--- config.mk ---
export PLATFORM = sky130hd
export DESIGN_NAME = master_arbiter
export DESIGN_NICKNAME = d
export VERILOG_FILES = /design/src/rtl/bus_pkg.sv /design/src/rtl/master_arbiter_rr_picker.sv /design/src/rtl/master_arbiter.sv
export SDC_FILE = /design/constraint.sdc
export NUM_CORES = 1
export LEC_CHECK = 0
export CAP_MARGIN = 20
export CORE_MARGIN = 5
export CORE_UTILIZATION = 25
export CTS_CLUSTER_SIZE = 8
export DETAILED_ROUTE_END_ITERATION = 10
export PLACE_DENSITY = 0.55
export SLEW_MARGIN = 20
export SYNTH_ARGS = -nofsm -noshare
export SYNTH_HDL_FRONTEND = slang
export SYNTH_SLANG_ARGS = --single-unit
--- constraint.sdc ---
create_clock -name clk -period 1.21 [get_ports clk]
set_clock_uncertainty 0.2 [all_clocks]
set_input_delay 0.121 -clock clk [delete_from_list [all_inputs] [get_ports clk]]
set_output_delay 0.121 -clock clk [all_outputs]
set_load 0.02 [all_outputs]
--- src/rtl/bus_pkg.sv ---
// bus_pkg: bus types shared by the master, slave and arbiter RTL
package bus_pkg;
  typedef enum logic [1:0] {no_slave, slave_1, slave_2, slave_3} slave_t;
  typedef enum logic [1:0] {IDLE, GRANT, RELEASE} arb_state_t;
  typedef logic [2:0] master_t;
endpackage

--- src/rtl/master_arbiter_rr_picker.sv ---
// rr_picker: picks the first eligible master at or after ptr, wrapping around
module rr_picker #(
  parameter int N = 2
) (
  input  logic [N-1:0]         eligible,
  input  logic [$clog2(N)-1:0] ptr,
  output logic [N-1:0]         onehot,
  output logic [$clog2(N)-1:0] idx,
  output logic                 any
);
  always_comb begin
    onehot = '0;
    idx = '0;
    any = |eligible;
    for (int k = N - 1; k >= 0; k--)
      if (eligible[(int'(ptr) + k) % N]) idx = $clog2(N)'((int'(ptr) + k) % N);
    onehot[idx] = any;
  end
endmodule

--- src/rtl/master_arbiter.sv ---
// master_arbiter: round-robin bus arbiter with turnaround cycle; ARB_TIMEOUT_EN bounds tenure to MAX_HOLD
module master_arbiter
  import bus_pkg::*;
#(
  parameter int MASTER_COUNT   = 2,
  parameter int SLAVE_ID_WIDTH = 2,
  parameter int MAX_HOLD       = 1024
) (
  input  logic                                         clk,
  input  logic                                         rstN,
  input  logic [MASTER_COUNT-1:0]                      req,
  input  logic [MASTER_COUNT-1:0][SLAVE_ID_WIDTH-1:0]  req_slave,
  output logic [MASTER_COUNT-1:0]                      grant,
  output logic [$clog2(MASTER_COUNT)-1:0]              grant_id,
  output logic [SLAVE_ID_WIDTH-1:0]                    slave_sel,
  output logic                                         bus_busy,
  output logic                                         timeout
);
  localparam int IW = $clog2(MASTER_COUNT);
  if (MASTER_COUNT < 2 || MASTER_COUNT > 8 || MAX_HOLD < 2) begin : g_bad_cfg
    $error("master_arbiter: unsupported MASTER_COUNT or MAX_HOLD");
  end
  arb_state_t state_q, state_d;
  logic [IW-1:0] ptr_q, ptr_d, gid_q, gid_d, pick_idx;
  logic [MASTER_COUNT-1:0] eligible, pick_oh, gnt_q, gnt_d;
  logic [SLAVE_ID_WIDTH-1:0] sel_q, sel_d;
  logic pick_any, expire;
  always_comb
    for (int i = 0; i < MASTER_COUNT; i++) eligible[i] = req[i] && |req_slave[i];
  rr_picker #(.N(MASTER_COUNT)) u_pick (
    .eligible(eligible),
    .ptr     (ptr_q),
    .onehot  (pick_oh),
    .idx     (pick_idx),
    .any     (pick_any)
  );
`ifdef ARB_TIMEOUT_EN
  localparam int HW = $clog2(MAX_HOLD);
  logic [HW-1:0] cnt_q;
  logic to_q;
  assign expire = cnt_q == HW'(MAX_HOLD - 1);
  always_ff @(posedge clk)
    if (!rstN) begin
      cnt_q <= '0;
      to_q <= 1'b0;
    end else begin
      cnt_q <= state_q == GRANT ? cnt_q + 1'b1 : '0;
      to_q <= state_q == GRANT && expire && req[gid_q];
    end
  assign timeout = to_q;
`else
  assign expire = 1'b0;
  assign timeout = 1'b0;
`endif
  always_ff @(posedge clk)
    if (!rstN) begin
      state_q <= IDLE;
      ptr_q <= '0;
      gid_q <= '0;
      gnt_q <= '0;
      sel_q <= '0;
    end else begin
      state_q <= state_d;
      ptr_q <= ptr_d;
      gid_q <= gid_d;
      gnt_q <= gnt_d;
      sel_q <= sel_d;
    end
  always_comb begin
    state_d = state_q;
    ptr_d = ptr_q;
    gid_d = gid_q;
    gnt_d = gnt_q;
    sel_d = sel_q;
    case (state_q)
      IDLE: if (pick_any) begin
        state_d = GRANT;
        gid_d = pick_idx;
        gnt_d = pick_oh;
        sel_d = req_slave[pick_idx];
      end
      GRANT: if (!req[gid_q] || expire) begin
        state_d = RELEASE;
        ptr_d = gid_q == IW'(MASTER_COUNT - 1) ? '0 : gid_q + 1'b1;
      end
      default: state_d = IDLE;
    endcase
  end
  assign bus_busy = state_q == GRANT;
  assign grant = bus_busy ? gnt_q : '0;
  assign grant_id = bus_busy ? gid_q : '0;
  assign slave_sel = bus_busy ? sel_q : '0;
endmodule

# [Word level (Yosys, flattened, before mapping)]
# Cells that the tools add are included.
[totals] regBits=8 output_inout_bits=7
[classes] add_sub_neg=2 magnitude_cmp=5 n_eq_ne=3 muxes=20 bitwise_logic=3 n_reduce_logical=10
[ops] op="1-bit two-way mux" count=12
[ops] op="2-bit two-way mux" count=6
[ops] op="1-bit by 2-bit less-than comparator with 1-bit output (second input constant)" count=3
[ops] op="2-bit AND reduction" count=3
[ops] op="2-bit OR reduction" count=3
[ops] op="2-bit inequality test (second input constant)" count=2
[ops] op="2-bit one-hot mux with 2 select lines" count=1
[ops] op="1-bit logical AND" count=3
[ops] op="2-bit by 3-bit less-than comparator with 1-bit output (second input constant)" count=1
[ops] op="1-bit adder (second input constant)" count=2
[ops] op="2-bit AND" count=1
[ops] op="2-bit by 1-bit equality test with 1-bit output (second input constant)" count=1
[ops] op="2-bit zero test" count=1
[ops] op="1-bit AND (first input constant)" count=1
[ops] op="1-bit demux with 1-bit select" count=1
[ops] op="1-bit >= comparator (second input constant)" count=1
[ops] op="1-bit inverter" count=1

# [Longest topological paths before layout]
# Gate-level depths: netlist of the first run.
[depth] ltp_word=12 ltp_mapped=4

# [By module]
# A second synthesis of the first run with hierarchy kept.
[hier_totals] hier_cells=52 hier_area_um2=451.7
[by_module_without_submodules] module="master_arbiter" n_inst=1 cells_each=47 area_per_inst_um2=419.2 seq_area_each_um2=160.2
[by_module_without_submodules] module="rr_picker" n_inst=1 cells_each=5 area_per_inst_um2=32.5 seq_area_each_um2=0.0

# [Worst setup path before layout of the first run]
# OpenSTA, ideal clock, no wires.
[synth_path] kind="register to register" start="register state_q[1]" end="register gnt_q[0]" arrival_time_ps=965 required_ps=894 path_slack_ps=-72 stages_incl_launch_ff=4 path_buffers=0 cell_sequence="dfxtp_1 -> a211o_1 -> or2_4 -> o211a_1"
[synth_via] elab_chain_len=2
[synth_rtl] item="start: declaration" line="master_arbiter.sv:23" source="arb_state_t state_q, state_d;"
[synth_rtl] item="start signal: assignment" line="master_arbiter.sv:63" source="state_q <= state_d;"
[synth_rtl] item="2-bit zero test" line="master_arbiter.sv:75" source="case (state_q)"
[synth_rtl] item="2-bit AND reduction (no source line)"
[synth_rtl] item="end signal: assignment" line="master_arbiter.sv:66" source="gnt_q <= gnt_d;"
[synth_rtl] item="end: declaration" line="master_arbiter.sv:25" source="logic [MASTER_COUNT-1:0] eligible, pick_oh, gnt_q, gnt_d;"
# Every way passes these cells.
# A chain may end at the register's enable or synchronous reset.

# [Worst setup path in the final report of the first run]
[layout_path] start="register state_q[0]" end="register gnt_q[0]"
# The elaborated chain is that of the path after synthesis.

==> results of run 1 <==
[cell type report]
class                      instances  area share
timing repair buffer              24       0.318
tap                               16      0.0279
inverter                           1      0.0122
sequential                         8       0.229
clock buffer                       3      0.0314
multi-input combinational         32       0.382
[power by group through the flow]
stage	logic, mW	registers (mW)	clock network [mW]
floorplan	0.101	0.310	0
global placement	0.215	0.310	0
detailed placement	0.215	0.310	0
CTS	0.226	0.310	0.214
global route	0.272	0.316	0.231
finish	0.251	0.313	0.199
[flip-flops by register name, summed over array words and instances, names as in the netlist]
| register | count |
|---|---|
| ptr_q | 1 |
| gid_q | 1 |
| gnt_q | 2 |
| state_q | 2 |
| sel_q | 2 |
[worst paths after layout]
path	start	endpoint	cells past startpoint
max reg2reg	state_q[0]$_SDFFE_PN0P_	gnt_q[0]$_SDFFE_PN0P_	4
min reg2reg	gnt_q[0]$_SDFFE_PN0P_	gnt_q[0]$_SDFFE_PN0P_	1
min	req_slave[3]	sel_q[1]$_SDFFE_PN0P_	3
max	state_q[0]$_SDFFE_PN0P_	gnt_q[0]$_SDFFE_PN0P_	4
[synth_stat cells]
cell type | number | share of area
a211o_1 | 1 | 0.022
a211oi_2 | 1 | 0.032
a21boi_0 | 1 | 0.019
a21boi_2 | 2 | 0.057
a21oi_1 | 2 | 0.025
and2_1 | 5 | 0.079
and3_1 | 1 | 0.016
buf_4 | 1 | 0.019
conb_1 | 1 | 0.0095
dfxtp_1 | 8 | 0.41
inv_1 | 1 | 0.0095
mux2i_1 | 3 | 0.076
nand2_1 | 2 | 0.019
nand2b_1 | 1 | 0.016
nor2_1 | 2 | 0.019
o211a_1 | 1 | 0.025
o21a_1 | 1 | 0.019
o21ai_0 | 3 | 0.038
o21ai_1 | 1 | 0.013
o21ai_2 | 1 | 0.022
o21bai_1 | 2 | 0.038
or2_4 | 1 | 0.022
[per-stage QoR]
stage               hold WS (ps)  power [mW]  TNS (ps)  setup slack (ps)  cells
floorplan                   38.4       0.410     -38.6             -38.6     42
global placement             278       0.525     -5190              -510     81
detailed placement           280       0.525     -5310              -508     81
CTS                          152       0.750     -1550              -188     84
global route                 207       0.820     -2020              -221     84
finish                       161       0.763     -1410              -183     84
[critical path, stage by stage (launching register included)]
cell and delay, ps:
dfxtp_2 330, buf_6 110, a211o_1 270, or2_4 250, o211a_1 110
[per-layer routing]
| metal | share of wire | global-route usage |
|---|---|---|
| met1 | 0.46 | 0.0942 |
| met2 | 0.43 | 0.142 |
| met3 | 0.094 | 0.0392 |
| met4 | 0.019 | 0.0830 |
| met5 | 0 | 0 |
[timing repair]
item | 4_1_cts | 5_1_grt
gates resized for setup | 52 | 14
pin swaps | 3 | 4
setup endpoints to repair | 12 | 13
hold buffers | 0 | 0
hold endpoints to repair | 0 | 0
[cells by family (layout without fill, tap and decap cells)]
group,Yosys count,in the layout,share of synthesized area
multiplexers,3,3,0.0760
AND/OR/NAND/NOR,12,12,0.171
flip-flops,8,8,0.405
AO/OA/AOI/OAI,16,16,0.310
other,1,1,0.00948
buffers and inverters,2,28,0.0285
==> metrics.md, run 1 <==
| Metric | Value |
|---|---|
| Status | `finished with violations` |
| Failing checks | `setup timing` |
| GPL Wtd Cong | `0.775` |
| Ratio of cells with drive above 1 in the final layout | `0.603` |
| Sw Share | `0.280` |
| Tot GR Track Use | `0.0928` |
| Number of remaining DRC errors | `0` |
| Clock tree buffer depth | `2` |
| Commonest non-fill, non-tap cells in the layout | `buf_6 (10), buf_4 (7), dlygate4sd2_1 (6)` |
| Area occupied by multi-input gates | `274 um^2` |
| Max-cap viol count | `0` |
| Crit path time final | `1390 ps` |
| Final Cell Area | `717 um^2` |
| Sequential cell fraction of total power | `0.410` |
| CP endpoint kind | `flip-flop` |
| TritonRoute pass-1 iters | `2` |
| Final wirelength | `1020 um` |
| P_leak | `0.327 nW` |
| Synth warnings | `0` |
| Global-route wire length before repair | `1730 um` |
| TritonCTS clock tree | `done` |
| Root Buffer | `clkbuf_4` |
| Sink Count | `8` |
| Max Transition Viols Final | `0` |
| Clock network fraction of total power | `0.261` |
| Clk pin slew, worst setup/hold paths | `50 ps` |
| PwrDens | `1060 nW/um^2` |
| IO buf count | `13` |
| CP Class | `flip-flop to flip-flop` |
| Clock Latency Late Sink | `250 ps` |
| Fin util | `0.476` |
| Worst vdd ir | `0.328 mV` |
| Post-synthesis cell type count | `22` |
| H-tree levels | `1` |
| Flip-flop and latch count after synthesis | `8` |
| Leading cell type in the layout, fill and taps excluded | `buf_6` |
| Antenna cells | `0` |
| Setup violators final | `11` |
| Placed Area | `628 um^2` |
| Internal power | `550 uW` |
| Data required, critical path | `1150 ps` |
| Wire per inst | `12.1 um` |
| Total global routing overflow | `0` |
| Switching power | `214 uW` |
| Number of fill cells | `143` |
| Synthesis-to-finish area growth | `81.3%` |
| HPWL after detailed placement | `760 um` |
| F_max | `0.718 GHz` |
| Final Worst Setup Slack | `-183 ps` |
| Rows | `14` |
| Hold/Removal Path Class | `input pin to flip-flop` |
| Seq/Total Area, Yosys | `0.405` |
| Syn Inst Count | `42` |
| Top Ports | `15` |
| Cell Area, Synth | `395 um^2` |
| Die X | `49.8 um` |
| Num CTS Buffers | `3` |
| CORE AREA | `1510 um^2` |
| CP Data Arrival Time | `1330 ps` |
| Setup slack, reg-to-reg | `-180 ps` |
| Die H | `49.8 um` |
| ANT nets after route | `0` |
| Comb pwr share | `0.329` |
| Number of global-route vias before repair | `393` |
| Die area | `2480 um^2` |
| Syn_nets | `50` |
| Via density | `4.62` |
| Final Hold Viols | `0` |
| Routed vias | `388` |
| Initial DRC count | `6` |
| Synthesized area per cell | `9.41 um^2` |
| Post-CTS Repair Setup Buffers | `0` |
| CP max FO | `3` |
| Register area | `164 um^2` |
| Starting Density | `0.262` |
| Pin count of the biggest net entering global routing | `9` |
| RSZ-0062 raised after global routing | `true` |
| Nets | `78` |
| Initial antenna violation count | `0` |
| Critical path startpoint category | `flip-flop` |
| Period utilisation layout | `1.15` |
(Power assumes the default switching activity.)
==> inputs of run 2 (changes only) <==
Settings changed: CELL_PAD_IN_SITES_DETAIL_PLACEMENT set to 1, CELL_PAD_IN_SITES_GLOBAL_PLACEMENT set to 1, GPL_ROUTABILITY_DRIVEN set to 1, PLACE_DENSITY 0.55 to 0.7.
==> run 2 against run 1 <==
Against the previous run:
- the flow still finishes with violations (setup timing)
- flip-flop and latch count stayed put
- core utilization is 0.25 points higher
- critical path type unchanged
- sequential share of layout area is 0.23 points higher
- highest routed layer unchanged
- maximum frequency is 2.6% lower
- critical path depth stayed put
- non-clock buffer count is 1 lower
==> metrics.md, run 2 (same netlist as run 1, synthesis figures left out) <==
| Metric | Value |
|---|---|
| Status | `finished with violations` |
| Pin count of the biggest net entering global routing | `9 (unchanged)` |
| Final Cell Area | `721 um^2 (+0.52%)` |
| Nets | `77 (-1.3%)` |
| Antenna cells | `0 (unchanged)` |
| Wire per inst | `13.9 um (+14%)` |
| P_leak | `0.337 nW (+3.1%)` |
| Data required, critical path | `1160 ps (about the same)` |
| Starting Density | `0.262 (unchanged)` |
| Initial DRC count | `1 (-5)` |
| H-tree levels | `1 (unchanged)` |
| GPL Wtd Cong | `0.695 (-10%)` |
| CP Class | `flip-flop to flip-flop` |
| Routed vias | `402 (+3.6%)` |
| Placed Area | `613 um^2 (-2.4%)` |
| Fin util | `0.478 (+0.00249)` |
| Max-cap viol count | `0 (unchanged)` |
| Worst Hold Path EP | `sel_q[0]$_SDFFE_PN0P_` |
| Total global routing overflow | `0 (unchanged)` |
| Number of fill cells | `168 (+17%)` |
| RSZ-0062 raised after global routing | `true` |
| Non-Filler Instances | `83 (-1.2%)` |
| Hold_buf cts | `0 (unchanged)` |
| Clk pin slew, worst setup/hold paths | `70 ps (+20 ps)` |
| Origin of the critical flop-to-flop path | `state_q[0]$_SDFFE_PN0P_` |
| Tot GR Track Use | `0.105 (+0.0117)` |
| Number of remaining DRC errors | `0 (unchanged)` |
| Worst R2R End | `gnt_q[0]$_SDFFE_PN0P_` |
| Clock tree buffer depth | `2 (unchanged)` |
| Sink Count | `8 (unchanged)` |
| Setup violators final | `12 (+1)` |
| Die area | `2480 um^2 (unchanged)` |
| HPWL after detailed placement | `897 um (+18%)` |
| Final Hold Viols | `0 (unchanged)` |
| Number of global-route vias before repair | `422 (+7.4%)` |
| Root Buffer | `clkbuf_4` |
| Worst Reg-to-Reg Cells | `4 (unchanged)` |
| F_max | `0.699 GHz (-2.6%)` |
| IO buf count | `13 (unchanged)` |
| Rows | `14 (unchanged)` |
| Final wirelength | `1150 um (+13%)` |
| Num CTS Buffers | `3 (unchanged)` |
| TritonRoute pass-1 iters | `2 (unchanged)` |
| Clock Latency Late Sink | `260 ps (about the same)` |
| Initial antenna violation count | `0 (unchanged)` |
| CP max FO | `3 (unchanged)` |
| CP Data Arrival Time | `1380 ps (+50 ps)` |
| Biggest regs | `gnt_q x2, sel_q x2, state_q x2` |
| Worst vdd ir | `0.576 mV (+76%)` |
| CORE AREA | `1510 um^2 (unchanged)` |
| Critical path startpoint category | `flip-flop` |
| Crit path time final | `1430 ps (+37.9 ps)` |
| Die H | `49.8 um (unchanged)` |
| Setup slack, reg-to-reg | `-220 ps (-40 ps)` |
| CP endpoint kind | `flip-flop` |
| TritonCTS clock tree | `done` |
| Setup TNS | `-1750 ps (-339 ps)` |
| Commonest non-fill, non-tap cells in the layout | `buf_6 (9), buf_4 (7), and2_4 (5), dfxtp_1 (5)` |
| Hold Path Origin | `req_slave[0]` |
| Max Transition Viols Final | `0 (unchanged)` |
| Die X | `49.8 um (unchanged)` |
| Period utilisation layout | `1.18 (+0.0313)` |
| Failing checks | `setup timing` |
| Final Worst Setup Slack | `-221 ps (-37.9 ps)` |
| Leading cell type in the layout, fill and taps excluded | `buf_6` |
| Overall power | `792 uW (+3.7%)` |
| Synthesis-to-finish area growth | `82.3%` |
| Via density | `4.84 (+4.9%)` |
| Top Ports | `15 (unchanged)` |
| PwrDens | `1100 nW/um^2 (+3.2%)` |
| Ratio of cells with drive above 1 in the final layout | `0.612 (+0.00900)` |
| ANT nets after route | `0 (unchanged)` |
| Hold/Removal Path Class | `input pin to flip-flop` |
| Placed Instances | `79 (-2.5%)` |
| Number of cells on the worst hold path | `3 (unchanged)` |
| Global-route wire length before repair | `1880 um (+9.2%)` |
==> run 2: what timing repair did <==
item                       CTS  global route
setup endpoints to repair   12            13
hold endpoints to repair     0             0
pin swaps                    8             3
buffers inserted             1             0
gates cloned                 0             0
gates resized for setup     57            10
==> run 2: worst max path at each step <==
stage,startpoint,endpoint,cells past startpoint
after floorplan,state_q[0]$_SDFFE_PN0P_,gnt_q[0]$_SDFFE_PN0P_,3
after global placement,req[0],gnt_q[0]$_SDFFE_PN0P_,5
after detailed placement,req[0],gnt_q[0]$_SDFFE_PN0P_,5
after CTS,state_q[0]$_SDFFE_PN0P_,gnt_q[0]$_SDFFE_PN0P_,4
after global routing,state_q[0]$_SDFFE_PN0P_,gnt_q[0]$_SDFFE_PN0P_,4
final,state_q[0]$_SDFFE_PN0P_,gnt_q[0]$_SDFFE_PN0P_,4
==> run 2: final cells by class <==
| class | count | area, um^2 | area share |
|---|---|---|---|
| inverters | 1 | 8.76 | 0.0122 |
| well taps | 16 | 20.0 | 0.0278 |
| clock buffers | 3 | 22.5 | 0.0313 |
| repair buffers | 23 | 224 | 0.311 |
| flip-flops and latches | 8 | 166 | 0.231 |
| multi-input cells | 32 | 279 | 0.387 |
==> run 2: power breakdown <==
| part | leakage, nW | internal (mW) | switching (mW) | total [mW] |
|---|---|---|---|---|
| logic | 0.256 | 0.141 | 0.113 | 0.255 |
| clock network | 0.0138 | 0.115 | 0.109 | 0.224 |
| registers | 0.0675 | 0.293 | 0.0205 | 0.313 |
| total | 0.337 | 0.549 | 0.243 | 0.792 |
==> run 2: metrics by stage <==
step	hold slack, ps	worst slack, ps
6_report	35.5	-221
5_1_grt	46.6	-270
4_1_cts	128	-240
3_3_place_gp	278	-520
2_1_floorplan	38.4	-38.6
3_5_place_dp	288	-539
==> run 2: metal layers <==
layer	global-route usage	wire length [um]	vias up
li1	-	-	199
met1	0.103	443	191
met2	0.178	622	10
met3	0.0422	64	2
met4	0.0655	19	0
met5	0	0	-
==> run 2: worst max-delay path: stages, from the launching register on <==
cell and delay (ps):
dfxtp_4 350, buf_6 110, a211o_1 290, or2_4 250
o211a_1 110
